**src/rtl/axis_stream_exerciser.sv**
```systemverilog
// axis_stream_exerciser: on a start pulse, streams one packet of incrementing
// words out of M_AXIS, then checks the looped-back reply on S_AXIS word by word
// and reports pass / error flags / error count / LEDs.
// Optional build macro: AXIS_EXERCISER_BACKPRESSURE_EN -- when defined,
// S_AXIS_TREADY in RECV is high only on alternate cycles.
module axis_stream_exerciser #(
  parameter int C_M_AXIS_TDATA_WIDTH = 32,
  parameter int C_S_AXIS_TDATA_WIDTH = 32,
  parameter int C_TX_WORDS           = 8,
  parameter int C_RX_WORDS           = 8,
  parameter int C_START_COUNT        = 32,
  parameter int C_TIMEOUT            = 1024
) (
  input  logic                              AXIS_ACLK,
  input  logic                              AXIS_ARESETN,
  input  logic                              start,
  input  logic [C_M_AXIS_TDATA_WIDTH-1:0]   seed,
  output logic                              M_AXIS_TVALID,
  output logic [C_M_AXIS_TDATA_WIDTH-1:0]   M_AXIS_TDATA,
  output logic [C_M_AXIS_TDATA_WIDTH/8-1:0] M_AXIS_TSTRB,
  output logic                              M_AXIS_TLAST,
  input  logic                              M_AXIS_TREADY,
  output logic                              S_AXIS_TREADY,
  input  logic [C_S_AXIS_TDATA_WIDTH-1:0]   S_AXIS_TDATA,
  input  logic [C_S_AXIS_TDATA_WIDTH/8-1:0] S_AXIS_TSTRB,
  input  logic                              S_AXIS_TLAST,
  input  logic                              S_AXIS_TVALID,
  output logic                              busy,
  output logic                              done,
  output logic                              pass,
  output logic [7:0]                        err_count,
  output logic                              err_len,
  output logic                              err_timeout,
  output logic [3:0]                        led
);

  localparam int W      = C_M_AXIS_TDATA_WIDTH;
  localparam int IDX_W  = $clog2(C_TX_WORDS + 1);
  localparam int WAIT_W = $clog2(C_START_COUNT + 1);
  localparam int TO_W   = $clog2(C_TIMEOUT + 1);

  localparam logic [IDX_W-1:0]  TX_LAST_IDX = IDX_W'(C_TX_WORDS - 1);
  localparam logic [IDX_W-1:0]  RX_LAST_IDX = IDX_W'(C_RX_WORDS - 1);
  localparam logic [WAIT_W-1:0] WAIT_END    = WAIT_W'(C_START_COUNT);
  localparam logic [TO_W-1:0]   TO_END      = TO_W'(C_TIMEOUT - 1);

  typedef enum logic [2:0] {
    ST_IDLE,
    ST_WAIT,
    ST_SEND,
    ST_RECV,
    ST_REPORT
  } state_t;

  state_t            state_q, state_d;
  logic [W-1:0]      seed_q, seed_d;
  logic [IDX_W-1:0]  idx_q, idx_d;
  logic [WAIT_W-1:0] wait_q, wait_d;
  logic [TO_W-1:0]   to_q, to_d;
  logic              tvalid_q, tvalid_d;
  logic [W-1:0]      tdata_q, tdata_d;
  logic              tlast_q, tlast_d;
  logic [7:0]        err_count_q, err_count_d;
  logic              err_len_q, err_len_d;
  logic              err_timeout_q, err_timeout_d;
  logic              pass_q, pass_d;

  logic              s_tready;
  logic              tx_hs;
  logic              rx_hs;
  logic              rx_last_idx;
  logic [W-1:0]      rx_expect;
  logic              unused_tstrb;

  // Reply strobes carry no information for a loopback compare.
  assign unused_tstrb = ^S_AXIS_TSTRB;

`ifdef AXIS_EXERCISER_BACKPRESSURE_EN
  logic toggle_q;

  // Free-running phase flop: lets the checker accept only every other cycle.
  always_ff @(posedge AXIS_ACLK or negedge AXIS_ARESETN) begin
    if (!AXIS_ARESETN) toggle_q <= 1'b0;
    else               toggle_q <= ~toggle_q;
  end

  assign s_tready = (state_q == ST_RECV) & toggle_q;
`else
  assign s_tready = (state_q == ST_RECV);
`endif

  assign tx_hs       = tvalid_q & M_AXIS_TREADY;
  assign rx_hs       = S_AXIS_TVALID & s_tready;
  assign rx_last_idx = (idx_q == RX_LAST_IDX);
  assign rx_expect   = seed_q + W'(idx_q);

  // Next-state logic for the run sequencer, counters and status.
  always_comb begin
    state_d       = state_q;
    seed_d        = seed_q;
    idx_d         = idx_q;
    wait_d        = wait_q;
    to_d          = to_q;
    tvalid_d      = tvalid_q;
    tdata_d       = tdata_q;
    tlast_d       = tlast_q;
    err_count_d   = err_count_q;
    err_len_d     = err_len_q;
    err_timeout_d = err_timeout_q;
    pass_d        = pass_q;

    case (state_q)
      ST_IDLE: begin
        if (start) begin
          seed_d        = seed;
          err_count_d   = '0;
          err_len_d     = 1'b0;
          err_timeout_d = 1'b0;
          pass_d        = 1'b0;
          wait_d        = '0;
          state_d       = ST_WAIT;
        end
      end
      ST_WAIT: begin
        if (wait_q == WAIT_END) begin
          state_d  = ST_SEND;
          tvalid_d = 1'b1;
          tdata_d  = seed_q;
          tlast_d  = (TX_LAST_IDX == '0);
          idx_d    = '0;
          to_d     = '0;
        end else begin
          wait_d = wait_q + WAIT_W'(1);
        end
      end
      ST_SEND: begin
        if (tx_hs) begin
          to_d = '0;
          if (tlast_q) begin
            tvalid_d = 1'b0;
            tlast_d  = 1'b0;
            idx_d    = '0;
            state_d  = ST_RECV;
          end else begin
            idx_d   = idx_q + IDX_W'(1);
            tdata_d = tdata_q + W'(1);
            tlast_d = ((idx_q + IDX_W'(1)) == TX_LAST_IDX);
          end
        end else if (to_q == TO_END) begin
          err_timeout_d = 1'b1;
          tvalid_d      = 1'b0;
          tlast_d       = 1'b0;
          state_d       = ST_REPORT;
        end else begin
          to_d = to_q + TO_W'(1);
        end
      end
      ST_RECV: begin
        if (rx_hs) begin
          to_d = '0;
          if ((S_AXIS_TDATA != rx_expect) && (err_count_q != 8'hFF))
            err_count_d = err_count_q + 8'd1;
          if (S_AXIS_TLAST != rx_last_idx)
            err_len_d = 1'b1;
          if (S_AXIS_TLAST || rx_last_idx)
            state_d = ST_REPORT;
          else
            idx_d = idx_q + IDX_W'(1);
        end else if (to_q == TO_END) begin
          err_timeout_d = 1'b1;
          state_d       = ST_REPORT;
        end else begin
          to_d = to_q + TO_W'(1);
        end
      end
      ST_REPORT: begin
        state_d = ST_IDLE;
      end
      default: begin
        state_d = ST_IDLE;
      end
    endcase

    // Verdict is latched as the run ends so it is visible alongside done.
    if ((state_q != ST_REPORT) && (state_d == ST_REPORT))
      pass_d = !(err_len_d | err_timeout_d | (err_count_d != 8'd0));
  end

  // State register; reset clears everything at once, including TVALID.
  always_ff @(posedge AXIS_ACLK or negedge AXIS_ARESETN) begin
    if (!AXIS_ARESETN) begin
      state_q       <= ST_IDLE;
      seed_q        <= '0;
      idx_q         <= '0;
      wait_q        <= '0;
      to_q          <= '0;
      tvalid_q      <= 1'b0;
      tdata_q       <= '0;
      tlast_q       <= 1'b0;
      err_count_q   <= '0;
      err_len_q     <= 1'b0;
      err_timeout_q <= 1'b0;
      pass_q        <= 1'b0;
    end else begin
      state_q       <= state_d;
      seed_q        <= seed_d;
      idx_q         <= idx_d;
      wait_q        <= wait_d;
      to_q          <= to_d;
      tvalid_q      <= tvalid_d;
      tdata_q       <= tdata_d;
      tlast_q       <= tlast_d;
      err_count_q   <= err_count_d;
      err_len_q     <= err_len_d;
      err_timeout_q <= err_timeout_d;
      pass_q        <= pass_d;
    end
  end

  assign M_AXIS_TVALID = tvalid_q;
  assign M_AXIS_TDATA  = tdata_q;
  assign M_AXIS_TLAST  = tlast_q;
  assign M_AXIS_TSTRB  = '1;
  assign S_AXIS_TREADY = s_tready;

  assign busy        = (state_q == ST_WAIT) | (state_q == ST_SEND) | (state_q == ST_RECV);
  assign done        = (state_q == ST_REPORT);
  assign pass        = pass_q;
  assign err_count   = err_count_q;
  assign err_len     = err_len_q;
  assign err_timeout = err_timeout_q;
  assign led         = {busy, err_timeout_q, err_len_q | (err_count_q != 8'd0), pass_q};

endmodule

```
**config.mk**
```make
export PLATFORM = sky130hd
export DESIGN_NAME = axis_stream_exerciser
export DESIGN_NICKNAME = d
export VERILOG_FILES = /design/src/rtl/axis_stream_exerciser.sv
export SDC_FILE = /design/constraint.sdc
export NUM_CORES = 1
export LEC_CHECK = 0
export BUFFER_PORTS_ARGS = -buffer_cell sky130_fd_sc_hd__buf_2
export CAP_MARGIN = 0
export CORE_MARGIN = 2
export CORE_UTILIZATION = 55
export CTS_CLUSTER_SIZE = 20
export DETAILED_ROUTE_END_ITERATION = 12
export GPL_ROUTABILITY_DRIVEN = 0
export GPL_TIMING_DRIVEN = 0
export PLACE_DENSITY = 0.82
export SLEW_MARGIN = 20
export SYNTH_ARGS = -nofsm -noshare
export SYNTH_HDL_FRONTEND = slang
export SYNTH_SLANG_ARGS = --single-unit
```
**constraint.sdc**
```tcl
create_clock -name AXIS_ACLK -period 6.5 [get_ports AXIS_ACLK]
set_input_delay 1.625 -clock AXIS_ACLK [delete_from_list [all_inputs] [get_ports AXIS_ACLK]]
set_output_delay 1.625 -clock AXIS_ACLK [all_outputs]
set_load 0.01 [all_outputs]
```
==> insert_results.sql, run 1 <==
INSERT INTO impl_metrics (metric_group, metric, value, unit) VALUES
('final_layout', 'insertedDiodeCount', '0', ''),
('drt', 'routed_wl', '18.24', 'mm'),
('die', 'floorplan.rows', '39', ''),
('place', 'detailedPlacementHpwl', '13.62', 'mm'),
('outcome', 'run_status', 'finished, final reports clean', ''),
('sta', 'grt_setup_unrepaired', 'no', ''),
('logic_synthesis', 'asyncSetResetFlopFracSynth', '1.000', ''),
('power_and_ir_drop', 'vdd_ir_drop_max', '0.0002024', 'V'),
('setup_path', 'critical_path_depth', '12', ''),
('sta', 'timing.final.setup_violations', '0', ''),
('logic_synthesis', 'synth.avg_cell_area', '8.157', 'um^2'),
('die', 'total_core_area', '11420', 'um^2'),
('global_routing', 'use_met1', '0.4102', ''),
('job', 'maxCapViolCount', '0', ''),
('setup_path', 'critical_path.max_fanout', '9', ''),
('final_layout', 'utilization', '0.6618', ''),
('logic_synthesis', 'synth.ff_latch_count', '101', ''),
('setup_path', 'timing.rr.end', 'pass$_DFFE_PN0P_', ''),
('cts', 'cts.htree.levels', '3', ''),
('final_layout', 'final_cells', '1074', ''),
('final_layout', 'layout-drive-gt1-share', '0.1837', ''),
('cts', 'hold_buffers', '0', ''),
('setup_path', 'critical_path.slowest_cell', 'or4_1', ''),
('final_layout', 'final-seq-area', '2527', 'um^2'),
('place', 'port_buffers', '121', ''),
('sta', 'max_slew_margin', '0.4589', ''),
('setup_path', 'timing.critical_path.max_delay_family', 'simple AND/OR/NAND/NOR gates', ''),
('drt', 'via_per_inst', '5.979', ''),
('final_layout', 'fillers', '989', ''),
('setup_path', 'ff2ff_setup_slack', '1.83', 'ns'),
('die', 'chipWidth', '112.2', 'um'),
('cts', 'root_buffer_cell', 'clkbuf_16', ''),
('sta', 'maxSlewViolCount', '0', ''),
('global_routing', 'via_count_of_the_first_global_routing_pass', '6034', ''),
('logic_synthesis', 'yosys_warnings', '0', ''),
('setup_path', 'worstPathArrival', '5.16', 'ns'),
('global_routing', 'gr-usage-met3', '0.06317', ''),
('logic_synthesis', 'synth_seq_area_share', '0.3922', ''),
('power_and_ir_drop', 'p_per_area', '364.0', 'nW/um^2'),
('logic_synthesis', 'most_common_flop_cell_mapped_by_yosys', 'dfrtp_1', ''),
('setup_path', 'timing.critical_path.from_type', 'input port', ''),
('setup_path', 'worst-setup-path-type', 'input port to flip-flop', ''),
('setup_path', 'reg2reg_depth', '14', ''),
('place', 'place_ws', '1.304', 'ns'),
('min_path', 'worst_min_delay_path_category', 'flip-flop to flip-flop', ''),
('die', 'num_io_pins', '130', ''),
('setup_path', 'required', '6.76', 'ns'),
('global_routing', 'grt_overflow_total', '0', ''),
('place', 'placement.cell_area', '7279', 'um^2'),
('setup_path', 'timing.critical_path.from', 'S_AXIS_TDATA[10]', ''),
('final_layout', 'design.final.nets', '1014', ''),
('cts', 'ctsLongestPathBuffers', '2', ''),
('drt', 'drc', '0', ''),
('cts', 'clock_tree_from_tritoncts', 'yes', ''),
('global_routing', 'grt_first_pass_wirelength', '29.92', 'mm'),
('drt', 'average_routed_wire_per_standard_cell', '16.99', 'um'),
('sta', 'worst_slew_pin_slew', '0.8099', 'ns'),
('sta', 'finalSetupTns', '0', 'ns'),
('global_routing', 'groute.usage.overall', '0.2958', ''),
('cts', 'cts_made_buffers', '9', ''),
('place', 'placed_cells_incl_taps', '1058', ''),
('die', 'floorplan.initialDensity', '0.5643', ''),
('drt', 'route.vias.total', '6421', ''),
('cts', 'clock-sinks', '101', ''),
('global_routing', 'grtUsageMet2', '0.4554', ''),
('drt', 'drt.antenna.violating_nets', '0', ''),
('cts', 'clock_insertion_delay_worst_skew', '0.36', 'ns'),
('logic_synthesis', 'synth-edff-count', '0', ''),
('setup_path', 'critPathMaxStageDelay', '0.44', 'ns'),
('global_routing', 'maximum_number_of_pins_on_one_net_before_global_route_repair', '66', ''),
('setup_path', 'timing.critical_path.mode_cell', 'or4_1', '');
==> cells in the final DEF, fill, tap and decap left out, types with 4 or more instances in the layout <==
cell	count
nand4_1	23
buf_4	7
nor2b_1	4
conb_1	4
o22ai_1	12
a31oi_1	6
o31ai_1	4
clkinv_2	5
clkbuf_1	23
and4_1	4
nor4_1	7
clkbuf_8	4
buf_1	4
xnor2_1	39
nand2_1	156
a21oi_1	61
dfrtp_1	101
and2_1	8
mux2i_1	5
nor2_1	65
nor3b_1	4
ha_1	13
nand3_1	40
or3_1	5
nand3b_1	4
nand2b_1	4
clkbuf_16	9
inv_1	21
and3_1	17
o21ai_0	50
xor2_1	20
nor3_1	15
buf_2	120
==> sequential cells by signal (all words and copies together), names as in the netlist <==
| name | flops |
|---|---|
| M_AXIS_TDATA | 32 |
| M_AXIS_TLAST | 1 |
| M_AXIS_TVALID | 1 |
| err_count | 8 |
| err_len | 1 |
| err_timeout | 1 |
| idx_q | 4 |
| pass | 1 |
| seed_q | 32 |
| state_q | 3 |
| to_q | 11 |
| wait_q | 6 |
==> synth_stat cells, types with 2 or more instances <==
| master | instances | share of area |
|---|---|---|
| nor3_1 | 15 | 0.012 |
| nor4b_1 | 4 | 0.0054 |
| and3_1 | 17 | 0.017 |
| nand4b_1 | 2 | 0.0027 |
| and2_1 | 8 | 0.0078 |
| buf_4 | 7 | 0.0082 |
| o21bai_1 | 2 | 0.0023 |
| a22oi_1 | 2 | 0.0023 |
| o211ai_1 | 2 | 0.0023 |
| a31oi_1 | 6 | 0.0058 |
| buf_1 | 4 | 0.0023 |
| xor2_1 | 20 | 0.027 |
| ha_1 | 13 | 0.025 |
| or3_1 | 5 | 0.0049 |
| or2_2 | 2 | 0.0019 |
| mux2_2 | 3 | 0.0052 |
| or4_1 | 2 | 0.0023 |
| inv_1 | 21 | 0.012 |
| o22a_1 | 2 | 0.0027 |
| o21a_1 | 3 | 0.0035 |
| clkbuf_1 | 23 | 0.013 |
| clkbuf_8 | 2 | 0.0043 |
| nor3b_1 | 4 | 0.0047 |
| a22o_1 | 3 | 0.0041 |
| mux2i_1 | 5 | 0.0078 |
| o21ai_0 | 50 | 0.039 |
| o32ai_1 | 2 | 0.0027 |
| o311a_2 | 2 | 0.0035 |
| dfrtp_1 | 101 | 0.39 |
| xnor2_1 | 39 | 0.053 |
| o311ai_0 | 2 | 0.0027 |
| nand4_1 | 23 | 0.022 |
| nand2b_1 | 4 | 0.0039 |
| o31ai_1 | 4 | 0.0047 |
| a21o_1 | 2 | 0.0023 |
| and4_1 | 4 | 0.0054 |
| nor2_1 | 65 | 0.038 |
| nand2_1 | 156 | 0.091 |
| a21oi_1 | 61 | 0.047 |
| nor4_1 | 7 | 0.0068 |
| o22ai_1 | 12 | 0.012 |
| nor2b_1 | 4 | 0.0039 |
| nand3b_1 | 4 | 0.0047 |
| nand3_1 | 40 | 0.031 |
==> final cells by class <==
| type | instances | share of cell area |
|---|---|---|
| plain buffers | 38 | 0.02616 |
| clock buffers | 11 | 0.03344 |
| clock inverters | 5 | 0.003311 |
| inverters | 21 | 0.01043 |
| multi-input cells | 633 | 0.4839 |
| flip-flops and latches | 101 | 0.3344 |
| well taps | 143 | 0.02368 |
| repair buffers | 122 | 0.08460 |
==> how the worst min path moves through the flow <==
stage                    startpoint              endpoint  depth (start not counted)  slack (ns)
6_report       to_q[10]$_DFFE_PN0P_  to_q[10]$_DFFE_PN0P_                          1        0.49
3_3_place_gp   to_q[10]$_DFFE_PN0P_  to_q[10]$_DFFE_PN0P_                          1        0.47
4_1_cts        to_q[10]$_DFFE_PN0P_  to_q[10]$_DFFE_PN0P_                          1        0.49
2_1_floorplan  to_q[10]$_DFFE_PN0P_  to_q[10]$_DFFE_PN0P_                          1        0.45
3_5_place_dp   to_q[10]$_DFFE_PN0P_  to_q[10]$_DFFE_PN0P_                          1        0.48
5_1_grt        to_q[10]$_DFFE_PN0P_  to_q[10]$_DFFE_PN0P_                          1        0.52
==> through the flow <==
stage,total power (W),hold slack (ns)
global route,0.002946,0.5185
finish,0.002751,0.4876
detailed placement,0.002218,0.4760
CTS,0.002739,0.4903
floorplan,0.001817,0.4484
global placement,0.002177,0.4697
==> layer usage <==
layer / vias up / wire length (um)
met2: 304 / 8192
met5: - / 0
met3: 41 / 1614
met4: 0 / 578
met1: 3017 / 7857
li1: 3059 / -
==> cell families (layout without fill, tap and decap cells) <==
logic type | count (synthesis) | after routing | synth area share
AND/OR/NAND/NOR | 374 | 374 | 0.2759
AO/OA/AOI/OAI | 174 | 174 | 0.1668
flip-flops | 101 | 101 | 0.3922
XOR/XNOR | 59 | 59 | 0.08019
buffers and inverters | 59 | 197 | 0.04291
adder cells (fa/ha/maj) | 14 | 14 | 0.02835
multiplexers | 8 | 8 | 0.01301
other | 1 | 4 | 0.0005820
==> power breakdown <==
group          internal, W  switching, W  leakage [nW]
logic             0.000468      0.000594          2.10
registers         0.000848      0.000323          1.29
clock network     0.000277      0.000241         0.145
total              0.00159       0.00116          3.54
Note: power is estimated with default switching activity, not from simulation.
==> run 2: changes to the inputs <==
--- a/config.mk
+++ b/config.mk
@@ -8,12 +8,12 @@
 export BUFFER_PORTS_ARGS = -buffer_cell sky130_fd_sc_hd__buf_2
 export CAP_MARGIN = 0
 export CORE_MARGIN = 2
-export CORE_UTILIZATION = 55
+export CORE_UTILIZATION = 51
 export CTS_CLUSTER_SIZE = 20
 export DETAILED_ROUTE_END_ITERATION = 12
 export GPL_ROUTABILITY_DRIVEN = 0
 export GPL_TIMING_DRIVEN = 0
-export PLACE_DENSITY = 0.82
+export PLACE_DENSITY = 0.8
 export SLEW_MARGIN = 20
 export SYNTH_ARGS = -nofsm -noshare
 export SYNTH_HDL_FRONTEND = slang
==> constraint.sdc (replaced) <==
create_clock -name AXIS_ACLK -period 4 [get_ports AXIS_ACLK]
set_input_delay 1 -clock AXIS_ACLK [delete_from_list [all_inputs] [get_ports AXIS_ACLK]]
set_output_delay 1 -clock AXIS_ACLK [all_outputs]
set_load 0.01 [all_outputs]
==> insert_results.sql, run 2 (synthesis gave the netlist of run 1 again) <==
INSERT INTO impl_metrics (metric_group, metric, value, unit) VALUES
('outcome', 'run_status', 'finished with violations', ''),
('outcome', 'violated_checks', 'setup timing', ''),
('power_and_ir_drop', 'leakage', '3.562', 'nW'),
('setup_path', 'critical_path_depth', '14', ''),
('final_layout', 'design.final.nets', '1018', ''),
('cts', 'root_buffer_cell', 'clkbuf_16', ''),
('place', 'port_buffers', '121', ''),
('job', 'maxCapViolCount', '0', ''),
('drt', 'drt.antenna.violating_nets', '0', ''),
('die', 'num_io_pins', '130', ''),
('setup_path', 'timing.critical_path.from_type', 'flip-flop', ''),
('power_and_ir_drop', 'p_per_area', '598.9', 'nW/um^2'),
('sta', 'max_clock_freq', '0.2482', 'GHz'),
('setup_path', 'critPathMaxStageDelay', '0.44', 'ns'),
('setup_path', 'critical_path.endpoint_type', 'flip-flop', ''),
('setup_path', 'worstPathArrival', '4.28', 'ns'),
('final_layout', 'final_cell_mix', 'nand2_1, buf_2, dfrtp_1, nor2_1, a21oi_1', ''),
('final_layout', 'layout_commonest_cell', 'nand2_1', ''),
('sta', 'worst_slew_pin_slew', '0.7458', 'ns'),
('setup_path', 'critPathCapture', 'pass$_DFFE_PN0P_', ''),
('setup_path', 'ff2ff_setup_slack', '-0.03', 'ns'),
('power_and_ir_drop', 'vdd_ir_drop_max', '0.0003716', 'V'),
('global_routing', 'grt_antenna_before_repair', '0', ''),
('min_path', 'worst_min_delay_path_category', 'flip-flop to flip-flop', ''),
('cts', 'ctsLongestPathBuffers', '2', ''),
('drt', 'drc', '0', ''),
('setup_path', 'critical_path.n_buffers_inverters', '1', ''),
('global_routing', 'grt_overflow_total', '0', ''),
('setup_path', 'critical_path.max_fanout', '7', ''),
('die', 'floorplan.initialDensity', '0.5169', ''),
('global_routing', 'via_count_of_the_first_global_routing_pass', '6006', ''),
('drt', 'average_routed_wire_per_standard_cell', '17.07', 'um'),
('global_routing', 'maximum_number_of_pins_on_one_net_before_global_route_repair', '61', ''),
('die', 'dieArea', '13550', 'um^2'),
('drt', 'route.vias.total', '6542', ''),
('die', 'total_core_area', '12470', 'um^2'),
('drt', 'dr.first_iter.drc_count', '579', ''),
('global_routing', 'groute.usage.overall', '0.2849', ''),
('die', 'floorplan.rows', '41', ''),
('setup_path', 'critical_path.slowest_cell', 'or4_4', ''),
('die', 'die_height', '116.4', 'um'),
('setup_path', 'timing.critical_path.from', 'idx_q[0]$_DFFE_PN0P_', ''),
('setup_path', 'ff_to_ff_start', 'idx_q[0]$_DFFE_PN0P_', ''),
('final_layout', 'final-seq-area', '2529', 'um^2'),
('setup_path', 'required', '4.26', 'ns'),
('power_and_ir_drop', 'totalPowerFinal', '0.004635', 'W'),
('drt', 'routed_wl', '18.90', 'mm'),
('final_layout', 'utilization', '0.6209', ''),
('sta', 'final.min_clock_period', '4.028', 'ns'),
('setup_path', 'timing.rr.end', 'pass$_DFFE_PN0P_', ''),
('sta', 'post-route-period-util', '1.007', ''),
('sta', 'setup_slack', '-0.02837', 'ns'),
('place', 'detailedPlacementHpwl', '13.87', 'mm'),
('drt', 'via_per_inst', '5.910', ''),
('cts', 'hold_buffers', '0', ''),
('sta', 'worst_clock_skew', '0.01169', 'ns'),
('final_layout', 'fillers', '1088', ''),
('setup_path', 'cell_by_cell_listing_of_the_critical_path', 'ha_4, fa_2, nand3_4, a21oi_2, or3b_1, a2111o_1, or4_4, nor4_4, and3_4, buf_6, nor3_2, a221o_2, or4_4, o41ai_2', ''),
('place', 'place_ws', '-0.5627', 'ns'),
('global_routing', 'grt_first_pass_wirelength', '29.57', 'mm'),
('die', 'chipWidth', '116.4', 'um'),
('sta', 'max_slew_margin', '0.5017', ''),
('sta', 'hold_violations', '0', ''),
('setup_path', 'timing.critical_path.mode_cell', 'or4_4', ''),
('setup_path', 'reg2reg_depth', '14', ''),
('cts', 'clock-sinks', '101', ''),
('sta', 'grt_setup_unrepaired', 'yes', ''),
('sta', 'timing.final.setup_violations', '1', ''),
('final_layout', 'insertedDiodeCount', '0', ''),
('final_layout', 'layout-drive-gt1-share', '0.2011', ''),
('cts', 'cts_made_buffers', '9', ''),
('final_layout', 'synthToLayoutAreaGrowth', '20.12', '%'),
('cts', 'cts.htree.levels', '3', ''),
('cts', 'cts.reportedPaths.clkPinSlew', '0.07', 'ns'),
('setup_path', 'timing.critical_path.max_delay_family', 'simple AND/OR/NAND/NOR gates', ''),
('sta', 'maxSlewViolCount', '0', ''),
('drt', 'detail_route.first_pass.iterations', '5', ''),
('setup_path', 'worst-setup-path-type', 'flip-flop to flip-flop', ''),
('cts', 'clock_tree_from_tritoncts', 'yes', ''),
('cts', 'clock_insertion_delay_worst_skew', '0.36', 'ns'),
('final_layout', 'multi_input_area', '3734', 'um^2');
run 2: cell type report:
cell class | instances | share of cell area
tap | 172 | 0.02780
clock buffer | 11 | 0.03265
multi-input combinational | 633 | 0.4824
buffer | 38 | 0.02554
clock inverter | 5 | 0.008244
timing repair buffer | 126 | 0.08649
inverter | 21 | 0.01018
sequential | 101 | 0.3267
run 2: repair_timing:
item,in CTS,in global routing
buffers inserted,4,0
pin swaps,6,0
setup endpoints to repair,1,1
cloned,0,0
gates resized for setup,13,2
run 2: through the flow:
stage               setup TNS, ns  hold slack, ns  instances  instance area, um^2
floorplan                       0          0.4484        793                 6462
global placement          -0.5602          0.4599       1086                 7283
detailed placement        -0.5627          0.4707       1087                 7317
CTS                     -0.003676          0.4858       1107                 7725
global route              -0.1521          0.5354       1107                 7740
finish                   -0.02837          0.4829       1107                 7740
run 2: where the power goes:
part	leakage (nW)	internal, W	total (W)	switching, W
Sequential	1.29	0.00138	0.00193	0.000551
Clock	0.153	0.000527	0.000941	0.000414
Combinational	2.12	0.000782	0.00177	0.000984
run 2: how the worst min path moves through the flow:
stage	startpoint	end	slack, ns	cells after the start
floorplan	to_q[10]$_DFFE_PN0P_	to_q[10]$_DFFE_PN0P_	0.45	1
global placement	to_q[10]$_DFFE_PN0P_	to_q[10]$_DFFE_PN0P_	0.46	1
detailed placement	to_q[10]$_DFFE_PN0P_	to_q[10]$_DFFE_PN0P_	0.47	1
CTS	to_q[10]$_DFFE_PN0P_	to_q[10]$_DFFE_PN0P_	0.49	1
global route	to_q[10]$_DFFE_PN0P_	to_q[10]$_DFFE_PN0P_	0.54	1
finish	to_q[10]$_DFFE_PN0P_	to_q[10]$_DFFE_PN0P_	0.48	1
run 2: metal layers:
metal | share of wire | up-vias | routed length [um] | global-route usage
li1 | - | 3057 | - | -
met1 | 0.42 | 3113 | 7907 | 0.3863
met2 | 0.46 | 323 | 8757 | 0.4438
met3 | 0.087 | 49 | 1641 | 0.04048
met4 | 0.031 | 0 | 588 | 0.1540
met5 | 0 | - | 0 | 0
